File: src/rtl/peak_report_tx_if.sv
// rtl/peak_report_tx_if.sv - report stream between peak_report_tx and the host packetiser
interface peak_report_tx_if;
    logic [47:0] tx_data;
    logic        tx_valid;
    logic        tx_ready;

    modport master (output tx_data, output tx_valid, input tx_ready);
    modport slave  (input tx_data, input tx_valid, output tx_ready);
endinterface

File: src/rtl/peak_report_tx.sv
// rtl/peak_report_tx.sv - window pulse generator, delayed peak capture and tagged report FIFO
module peak_report_tx #(
    parameter int PERIOD  = 150000,
    parameter int CAP_DLY = 3,
    parameter int DEPTH   = 4
) (
    input  logic                    clk,
    input  logic                    rst,
    input  logic                    en,
    output logic                    ms_out,
    input  logic [31:0]             peak_in,
    peak_report_tx_if.master        tx,
    output logic [15:0]             overflow_cnt
);
    localparam int AW = $clog2(DEPTH);
    localparam int CW = AW + 1;
    localparam logic [23:0] LAST = 24'(PERIOD - 1);

    logic [23:0]        r_cnt;
    logic               r_ms;
    logic [CAP_DLY-1:0] r_sr;
    logic [15:0]        r_seq;
    logic [47:0]        r_mem [DEPTH];
    logic [AW-1:0]      r_wr;
    logic [AW-1:0]      r_rd;
    logic [CW-1:0]      r_count;
    logic [15:0]        r_ovf;

    logic w_cap;
    logic w_pop;
    logic w_full;
    logic w_push;
    logic w_drop;

    assign w_cap  = r_sr[CAP_DLY-1];
    assign w_pop  = tx.tx_valid & tx.tx_ready;
    assign w_full = (r_count == CW'(DEPTH));
    // A full FIFO still accepts when the head leaves in the same cycle.
    assign w_push = w_cap & (~w_full | w_pop);
    assign w_drop = w_cap & w_full & ~w_pop;

    assign ms_out       = r_ms;
    assign tx.tx_valid  = (r_count != '0);
    assign tx.tx_data   = r_mem[r_rd];
    assign overflow_cnt = r_ovf;

    always_ff @(posedge clk) begin
        if (rst) begin
            r_cnt <= '0;
            r_ms  <= 1'b0;
        end else begin
            r_ms  <= en && (r_cnt == LAST);
            if (!en || r_cnt == LAST)
                r_cnt <= '0;
            else
                r_cnt <= r_cnt + 24'd1;
        end
    end

    // Delay line gives the detector time to latch the closed window's peak.
    always_ff @(posedge clk) begin
        if (rst) begin
            r_sr  <= '0;
            r_seq <= '0;
        end else begin
            r_sr <= {r_sr[CAP_DLY-2:0], r_ms};
            if (w_cap)
                r_seq <= r_seq + 16'd1;
        end
    end

    always_ff @(posedge clk) begin
        if (rst) begin
            for (int i = 0; i < DEPTH; i++)
                r_mem[i] <= '0;
            r_wr <= '0;
        end else if (w_push) begin
            r_mem[r_wr] <= {r_seq, peak_in};
            r_wr        <= r_wr + AW'(1);
        end
    end

    always_ff @(posedge clk) begin
        if (rst) begin
            r_rd    <= '0;
            r_count <= '0;
            r_ovf   <= '0;
        end else begin
            if (w_pop)
                r_rd <= r_rd + AW'(1);
            case ({w_push, w_pop})
                2'b10:   r_count <= r_count + CW'(1);
                2'b01:   r_count <= r_count - CW'(1);
                default: r_count <= r_count;
            endcase
            if (w_drop && r_ovf != 16'hFFFF)
                r_ovf <= r_ovf + 16'd1;
        end
    end
endmodule

File: src/flat_wrapper.sv
// flat-port wrapper written by rule: the top's interface ports become plain ports
module peak_report_tx_flat 
#(
    parameter int PERIOD  = 150000,
    parameter int CAP_DLY = 3,
    parameter int DEPTH   = 4
)
  (clk, rst, en, ms_out, peak_in, overflow_cnt, tx_tx_data, tx_tx_valid, tx_tx_ready);
  peak_report_tx_if tx_i ();
  input  logic clk;
  input  logic rst;
  input  logic en;
  output logic ms_out;
  input  logic [31:0] peak_in;
  output logic [15:0] overflow_cnt;
  output wire logic [$bits(tx_i.tx_data)-1:0] tx_tx_data;
  output wire logic [$bits(tx_i.tx_valid)-1:0] tx_tx_valid;
  input wire logic [$bits(tx_i.tx_ready)-1:0] tx_tx_ready;
  assign tx_tx_data = tx_i.tx_data;
  assign tx_tx_valid = tx_i.tx_valid;
  assign tx_i.tx_ready = tx_tx_ready;
  peak_report_tx #(.PERIOD(PERIOD), .CAP_DLY(CAP_DLY), .DEPTH(DEPTH)) u_core (.clk(clk), .rst(rst), .en(en), .ms_out(ms_out), .peak_in(peak_in), .tx(tx_i), .overflow_cnt(overflow_cnt));
endmodule
File: config.mk
export PLATFORM = sky130hd
export DESIGN_NAME = peak_report_tx_flat
export DESIGN_NICKNAME = d
export VERILOG_FILES = /design/src/rtl/peak_report_tx_if.sv /design/src/rtl/peak_report_tx.sv /design/src/flat_wrapper.sv
export SDC_FILE = /design/constraint.sdc
export NUM_CORES = 1
export LEC_CHECK = 0
export BUFFER_PORTS_ARGS = -buffer_cell sky130_fd_sc_hd__buf_2
export CORE_MARGIN = 1
export CORE_UTILIZATION = 40
export CTS_CLUSTER_DIAMETER = 50
export DETAILED_ROUTE_END_ITERATION = 10
export PLACE_DENSITY_LB_ADDON = 0.12
export SYNTH_ARGS = -nofsm -noshare
export SYNTH_HDL_FRONTEND = slang
export SYNTH_SLANG_ARGS = --single-unit
File: constraint.sdc
create_clock -name clk -period 6.9 [get_ports clk]
set_input_delay 0.345 -clock clk [delete_from_list [all_inputs] [get_ports clk]]
set_output_delay 0.345 -clock clk [all_outputs]
set_load 0.005 [all_outputs]
==> flow_summary.toml, run 1 <==
[synth]
ys_top_cells_by_count = "edfxtp_1, and2_1, dfxtp_1, nor2_1, mux4_2"
yosys_warnings = 0
synth.most_common_cell = "edfxtp_1"
mappedNetlistNets = 893
yosysSeqAreaShare_pct = 62.52
dominantRegCellSynth = "edfxtp_1"
synth_area_leaders = "edfxtp_1, dfxtp_1, mux4_2"
avgSynthCellArea_sq_um = 13.42
synth.ff_latch_count = 261
synth_top_area_share_pct = 50.44
synth_edf_count = 192
netlist_area_sq_um = 11430
syn-instance-count = 852
yosysTopAreaCell = "edfxtp_1"
synthArstFlopShare_pct = 0
synth.distinct_cells = 55

[setup_path]
criticalPathCategory = "in -> reg"
cp-start-kind = "input pin"
cp.required_ns = 7.11
cp.arrival_ns = 3.38
cp_max_fo = 52
end_kind = "flop"

[power]
p_sw_share_pct = 21.16
power_frac_comb_pct = 2.7
internal_power_mw = 2.642
seqPwrFrac_pct = 51.8
power_mw = 3.351
p_leak_nw = 4.734
powerDensity_nw_per_um2 = 251.9
ir_drop_uv = 159.7
p_sw_uw = 708.9
clockPowerShare_pct = 45.5

[finish]
finish.instance_area_sq_um = 13300
area_delta_synth_final_pct = 16.36
layout-drive-gt1-share_pct = 24.20
nNetsFinal = 987
utilization_pct = 47.62
diodes = 0

[timing]
skew_ns = 0.01612
whs_ns = 0.09326
min_period_over_period_pct = 46.02
setup_viol = 0
clock.fmax_mhz = 314.9
rsz0062_at_grt = "no"
period_needed_ns = 3.175
tns_ns = 0
max_slew_margin_pct = 30.13
tightest_slew_ns = 1.048
slew_violations = 0
final-hold-violation-count = 0

[global_route]
antenna_found_initial = 0
overflow = 0
grt_usage_pct = 16.54
grt_pass1_vias = 6690
grt_pass1_wl_microns = 37000
grt_max_degree = 53

[clock_network]
cts_buffers = 31
clkLatencyLatePin_ns = 0.56
cts_max_level = 1
cts_tree = "built"
clk_path_buf_depth = 3
cts_root_buf = "clkbuf_16"
cts_hold_buffers = 0
post_cts_resized = 0
postCtsSetupBuffers = 0
cts_sinks = 261
clkTransAtPathRegs_ns = 0.06

[placement]
port_buffers = 101
place_congestion = 0.7193
dp_hpwl_microns = 13300
place_area_sq_um = 12340

[detailed_routing]
drtPass1Iterations = 4
vias = 6745
wl_per_cell_microns = 17.57
drt_iter0_markers = 438
postRouteAntennaNets = 0
wirelength_microns = 23710
drc = 0
viasPerCell = 5.000

[floorplanning]
die_y_microns = 171.1
core_area_sq_um = 27930
rows = 61
start_util_pct = 40.92
io_pins = 102
die_width_microns = 171.1
dieArea_sq_um = 29260

[min_path]
min_path_type = "in -> reg"

[flow_run]
drv_cap = 0

[outcome]
outcome = "finished, final reports clean"
-- power by group through the flow --
stage / combinational (mW) / clock (mW) / sequential [mW]
2_1_floorplan: 0.0428 / 0 / 1.77
3_3_place_gp: 0.0930 / 0 / 1.77
3_5_place_dp: 0.0928 / 0 / 1.77
4_1_cts: 0.0931 / 1.57 / 1.74
5_1_grt: 0.0996 / 1.62 / 1.74
6_report: 0.0893 / 1.53 / 1.74
-- cell type report --
type                    count  area [sq um]
fillers                  2559         14630
clock inverters            17         142.6
multi-input cells         518          4044
inverters                  23         86.33
clock buffers              41         823.3
repair buffers            111         580.6
flip-flops and latches    261          7152
well taps                 378         473.0
-- critical path: stages --
cell	delay, ns
buf_2	0.09
buf_4	0.28
inv_1	0.53
nand3_2	0.36
nor3_2	0.18
buf_4	0.43
or2_2	0.62
buf_4	0.49
-- registers in the layout (all words and copies together), names as in the netlist, named ones only --
signal               cells
u_core.r_seq            16
u_core.r_wr              2
u_core.ms_out            1
u_core.overflow_cnt     16
u_core.r_sr              3
u_core.r_rd              2
u_core.r_mem           192
u_core.r_count           3
u_core.r_cnt            24
-- cell families (layout without fill, tap and decap cells) --
kind of cell | count (synthesis) | in the layout | synth area share, %
buffers and inverters | 73 | 192 | 2.682
DFF | 261 | 261 | 62.52
adders and majority gates | 5 | 5 | 0.6130
and+or+nand+nor | 370 | 370 | 18.42
xor gates and xnor gates | 30 | 30 | 2.299
AOI/OAI and AO/OA | 55 | 55 | 3.043
muxes | 58 | 58 | 10.42
-- cells in the final DEF (no fill, tap or decap), types with 14 or more instances in the layout --
master / n
xor2_1: 16
inv_1: 23
buf_2: 101
a21oi_1: 18
dfxtp_1: 67
mux4_2: 48
nand2_1: 29
clkbuf_16: 31
edfxtp_1: 192
nand3_1: 21
nand4_1: 15
and2_1: 163
xnor2_1: 14
nor2_1: 67
-- per-layer routing --
layer	track usage (%)	routed length [microns]
met3	2.683	1097
met4	3.727	324
met5	0	0
met2	27.84	11510
met1	22.41	10780
-- per-stage QoR --
step	worst slack, ns	instances
after floorplan	2.110	852
final	3.725	1349
after CTS	3.640	1349
after detailed placement	3.061	1291
after global routing	3.436	1349
after global placement	3.103	1291
-- final timing paths --
| path | start | end | slack, ns | depth (start not counted) |
|---|---|---|---|---|
| worst max-delay path | rst | u_core.r_mem[0][31] | 3.72 | 8 |
| worst min-delay path | en | u_core.r_cnt[2] | 0.09 | 3 |
| worst max register to register | u_core.r_sr[2] | u_core.r_mem[0][31] | 3.85 | 5 |
| worst min register to register | u_core.r_sr[0] | u_core.r_sr[1] | 0.44 | 1 |
(Power assumes the default switching activity.)
==> inputs of run 2 (changes only) <==
Clock period 6.9 ns to 3 ns, I/O delays scaled along.
==> flow_summary.toml, run 2 (synthesized netlist as in run 1, its figures left out) <==
[outcome]
outcome = "finished, final reports clean"

[setup_path]
cp.arrival_ns = 2.93
cp.required_ns = 3.41
cp-start-kind = "flop"
criticalPathCategory = "reg -> reg"
end_kind = "flop"
cp_max_fo = 6
slowest_stage = "or4b_1"
worst_path_largest_cell_delay_ns = 0.63
path_cells = "or4b_1, nand2_1, ha_1, inv_1, fa_1, xor2_1, or3_1, a21oi_1"

[clock_network]
clk_path_buf_depth = 3
clkLatencyLatePin_ns = 0.50
cts_tree = "built"
clkTransAtPathRegs_ns = 0.05
cts_max_level = 2
cts_root_buf = "clkbuf_16"
postCtsSetupBuffers = 0
post_cts_resized = 0
cts_sinks = 261
cts_buffers = 35

[placement]
place_congestion = 0.7209
place_area_sq_um = 12440
port_buffers = 101
dp_hpwl_microns = 14010

[global_route]
grt_usage_pct = 17.28
grt_pass1_vias = 7121
overflow = 0
grt_max_degree = 49
grt_pass1_wl_microns = 39010
antenna_found_initial = 1

[power]
power_mw = 8.174
p_leak_nw = 4.997
ir_drop_uv = 302.1
powerDensity_nw_per_um2 = 589.7

[floorplanning]
rows = 61
dieArea_sq_um = 29260
die_width_microns = 171.1
die_y_microns = 171.1
core_area_sq_um = 27930
io_pins = 102
start_util_pct = 40.92

[detailed_routing]
wl_per_cell_microns = 17.66
wirelength_microns = 24620
viasPerCell = 5.025
drc = 0
vias = 7005
drt_iter0_markers = 411
drtPass1Iterations = 5
postRouteAntennaNets = 0

[finish]
largest_reg_flops = 192
diodes = 0
finish.instance_area_sq_um = 13860
top_regs = "u_core.r_mem x192, u_core.r_cnt x24"
layout_common_cells = "edfxtp_1, and2_1, buf_2"
layout-drive-gt1-share_pct = 24.61
largest_register = "u_core.r_mem"
area_delta_synth_final_pct = 21.27
nNetsFinal = 1032
final_common_cell = "edfxtp_1"
utilization_pct = 49.62

[flow_run]
drv_cap = 0

[timing]
skew_ns = 0.02537
rsz0062_at_grt = "no"
max_slew_margin_pct = 47.49
setup_viol = 0
min_period_over_period_pct = 83.86
slew_violations = 0
clock.fmax_mhz = 397.5
tightest_slew_ns = 0.7876
tns_ns = 0
final-hold-violation-count = 0
period_needed_ns = 2.516

[min_path]
min_path_type = "in -> reg"
## run 2: what timing repair did
action / 4_1_cts / 5_1_grt
hold buffers: 32 / 0
hold endpoints to repair: 126 / 0
setup endpoints to repair: 0 / 0
## run 2: worst paths after layout
check        slack [ns]  depth (start not counted)              start             endpoint
max                0.48                          8  u_core.r_count[0]    u_core.r_count[2]
min                0.02                          3        peak_in[31]  u_core.r_mem[3][31]
max reg2reg        0.48                          8  u_core.r_count[0]    u_core.r_count[2]
min reg2reg        0.43                          1     u_core.r_sr[1]       u_core.r_sr[2]
## run 2: stage by stage
| step | std cells | setup slack [ns] | hold WS (ns) |
|---|---|---|---|
| after floorplan | 852 | 0.4070 | 0.2993 |
| after detailed placement | 1300 | 0.4819 | 0.4220 |
| final | 1394 | 0.4843 | 0.01723 |
| after global placement | 1300 | 0.5423 | 0.4171 |
| after CTS | 1394 | 0.4636 | 0.002376 |
| after global routing | 1394 | 0.3505 | 0.03231 |
## run 2: critical path: cells and delay by family (launching register included)
family,cells,cell delay (ns)
AOI/OAI and AO/OA,1,0.13
xor gates and xnor gates,1,0.16
adders and majority gates,2,0.59
buffers and inverters,1,0.06
DFF,1,0.36
and+or+nand+nor,3,1.14
## run 2: power breakdown
| group | leakage [nW] | switching [mW] | internal, mW |
|---|---|---|---|
| Sequential | 2.48 | 0.0255 | 3.97 |
| Combinational | 1.98 | 0.139 | 0.110 |
| Clock | 0.541 | 1.51 | 2.42 |
## run 2: metal layers
metal / global-route usage [%] / wire, microns
met2: 29.18 / 11960
met5: 0 / 10
met1: 22.72 / 11290
met3: 3.077 / 948
met4: 4.930 / 418
## run 2: layout make-up
| type | count | area [sq um] |
|---|---|---|
| Fill cell | 2476 | 14070 |
| Clock inverter | 16 | 143.9 |
| Sequential cell | 261 | 7152 |
| Tap cell | 378 | 473.0 |
| Clock buffer | 46 | 957.2 |
| Timing Repair Buffer | 152 | 1006 |
| Inverter | 23 | 86.33 |
| Multi-Input combinational cell | 518 | 4044 |
==> inputs of run 3 (changes only) <==
Clock period 3 ns to 2.4 ns, I/O delays scaled along.
==> flow_summary.toml, run 3 (synthesized netlist as in run 1, its figures left out) <==
[global_route]
grt_pass1_vias = 7267
grt_usage_pct = 17.54
grtUsageMet2_pct = 29.43
met3_usage_pct = 3.400
grt_pass1_wl_microns = 39560
grt_max_degree = 52
grt_busiest_layer = "met2"
overflow = 0
grt_util_met1_pct = 22.90
antenna_found_initial = 1

[timing]
whs_ns = 0.1351
max_slew_margin_pct = 52.91
skew_ns = 0.01497
tightest_slew_ns = 0.6999
tns_ns = 0
final-hold-violation-count = 0
clock.fmax_mhz = 445.1
slew_violations = 0
period_needed_ns = 2.247
setup_viol = 0
min_period_over_period_pct = 93.62
rsz0062_at_grt = "no"

[detailed_routing]
drtPass1Iterations = 4
viasPerCell = 5.020
postRouteAntennaNets = 0
wl_per_cell_microns = 17.49
drc = 0
drt_iter0_markers = 392
wirelength_microns = 24600
vias = 7058

[finish]
layout-drive-gt1-share_pct = 25.49
nNetsFinal = 1045
area_delta_synth_final_pct = 23.30
top_regs = "u_core.r_mem x192, u_core.r_cnt x24"
diodes = 0
final_common_cell = "edfxtp_1"
layout_common_cells = "edfxtp_1, and2_1, buf_2"
largest_register = "u_core.r_mem"
fillCellCount = 2487
largest_reg_flops = 192

[clock_network]
post_cts_resized = 0
cts_sinks = 261
cts_max_level = 2
cts_tree = "built"
clkLatencyLatePin_ns = 0.50
clkTransAtPathRegs_ns = 0.06
clk_path_buf_depth = 3
cts_root_buf = "clkbuf_16"
cts_buffers = 34
postCtsSetupBuffers = 0
cts_hold_buffers = 33

[setup_path]
cp.required_ns = 2.83
end_kind = "flop"
cp.arrival_ns = 2.68
cp-start-kind = "flop"
cp_max_fo = 6
criticalPathCategory = "reg -> reg"

[outcome]
outcome = "finished, final reports clean"

[flow_run]
drv_cap = 0

[floorplanning]
die_y_microns = 171.1
core_area_sq_um = 27930
rows = 61
start_util_pct = 40.92
die_width_microns = 171.1
io_pins = 102
dieArea_sq_um = 29260

[placement]
dp_hpwl_microns = 14290
port_buffers = 101
place_congestion = 0.7279

[power]
power_frac_comb_pct = 3.0
ir_drop_uv = 458.7
p_leak_nw = 5.106
p_sw_share_pct = 20.19
powerDensity_nw_per_um2 = 742.7
internal_power_mw = 8.354
clockPowerShare_pct = 49.3
p_sw_mw = 2.113
seqPwrFrac_pct = 47.7

[min_path]
min_path_type = "in -> reg"
run 3: per-layer routing:
layer | vias up | routed length (microns)
met4 | 2 | 543
met2 | 131 | 11940
met1 | 3451 | 11070
li1 | 3430 | -
met5 | - | 14
met3 | 44 | 1025
run 3: power by group through the flow:
stage / Clock (mW) / Combinational [mW] / Sequential, mW
floorplan: 0 / 0.127 / 5.07
global placement: 0 / 0.281 / 5.08
detailed placement: 0 / 0.280 / 5.09
CTS: 5.28 / 0.324 / 4.99
global route: 5.47 / 0.346 / 5.00
finish: 5.16 / 0.314 / 4.99
run 3: area by class of cell:
type	count	area, sq um	share of cell area, %
Clock buffer	44	993.5	7.048
Timing Repair Buffer	166	1176	8.344
Inverter	23	86.33	0.6125
Sequential cell	261	7152	50.74
Multi-Input combinational cell	518	4044	28.69
Clock inverter	16	170.2	1.207
Tap cell	378	473.0	3.356
run 3: critical path: stages (launching register included):
cell and delay (ns):
dfxtp_1 0.39, or4b_1 0.48, nand2_1 0.11, ha_1 0.18, inv_1 0.06, fa_1 0.37
xor2_1 0.16, or3_1 0.30, a21oi_1 0.13
run 3: final timing paths:
path | startpoint | end | slack [ns] | cells past startpoint
hold reg to reg | u_core.r_sr[1] | u_core.r_sr[2] | 0.43 | 1
hold / removal | rst | u_core.overflow_cnt[13] | 0.14 | 4
setup reg to reg | u_core.r_count[2] | u_core.r_count[2] | 0.15 | 8
setup / recovery | u_core.r_count[2] | u_core.r_count[2] | 0.15 | 8
run 3: stage by stage:
| stage | total power, mW | setup slack [ns] | instance area, sq um | cells | util (%) |
|---|---|---|---|---|---|
| 3_5_place_dp | 5.366 | 0.1629 | 12600 | 1313 | 45.11 |
| 6_report | 10.47 | 0.1532 | 14090 | 1406 | 50.46 |
| 3_3_place_gp | 5.362 | 0.1779 | 12600 | 1313 | 45.11 |
| 5_1_grt | 10.82 | 0.03205 | 14090 | 1406 | 50.46 |
| 2_1_floorplan | 5.200 | 0.03708 | 11460 | 852 | - |
| 4_1_cts | 10.59 | 0.1007 | 14090 | 1406 | 50.46 |
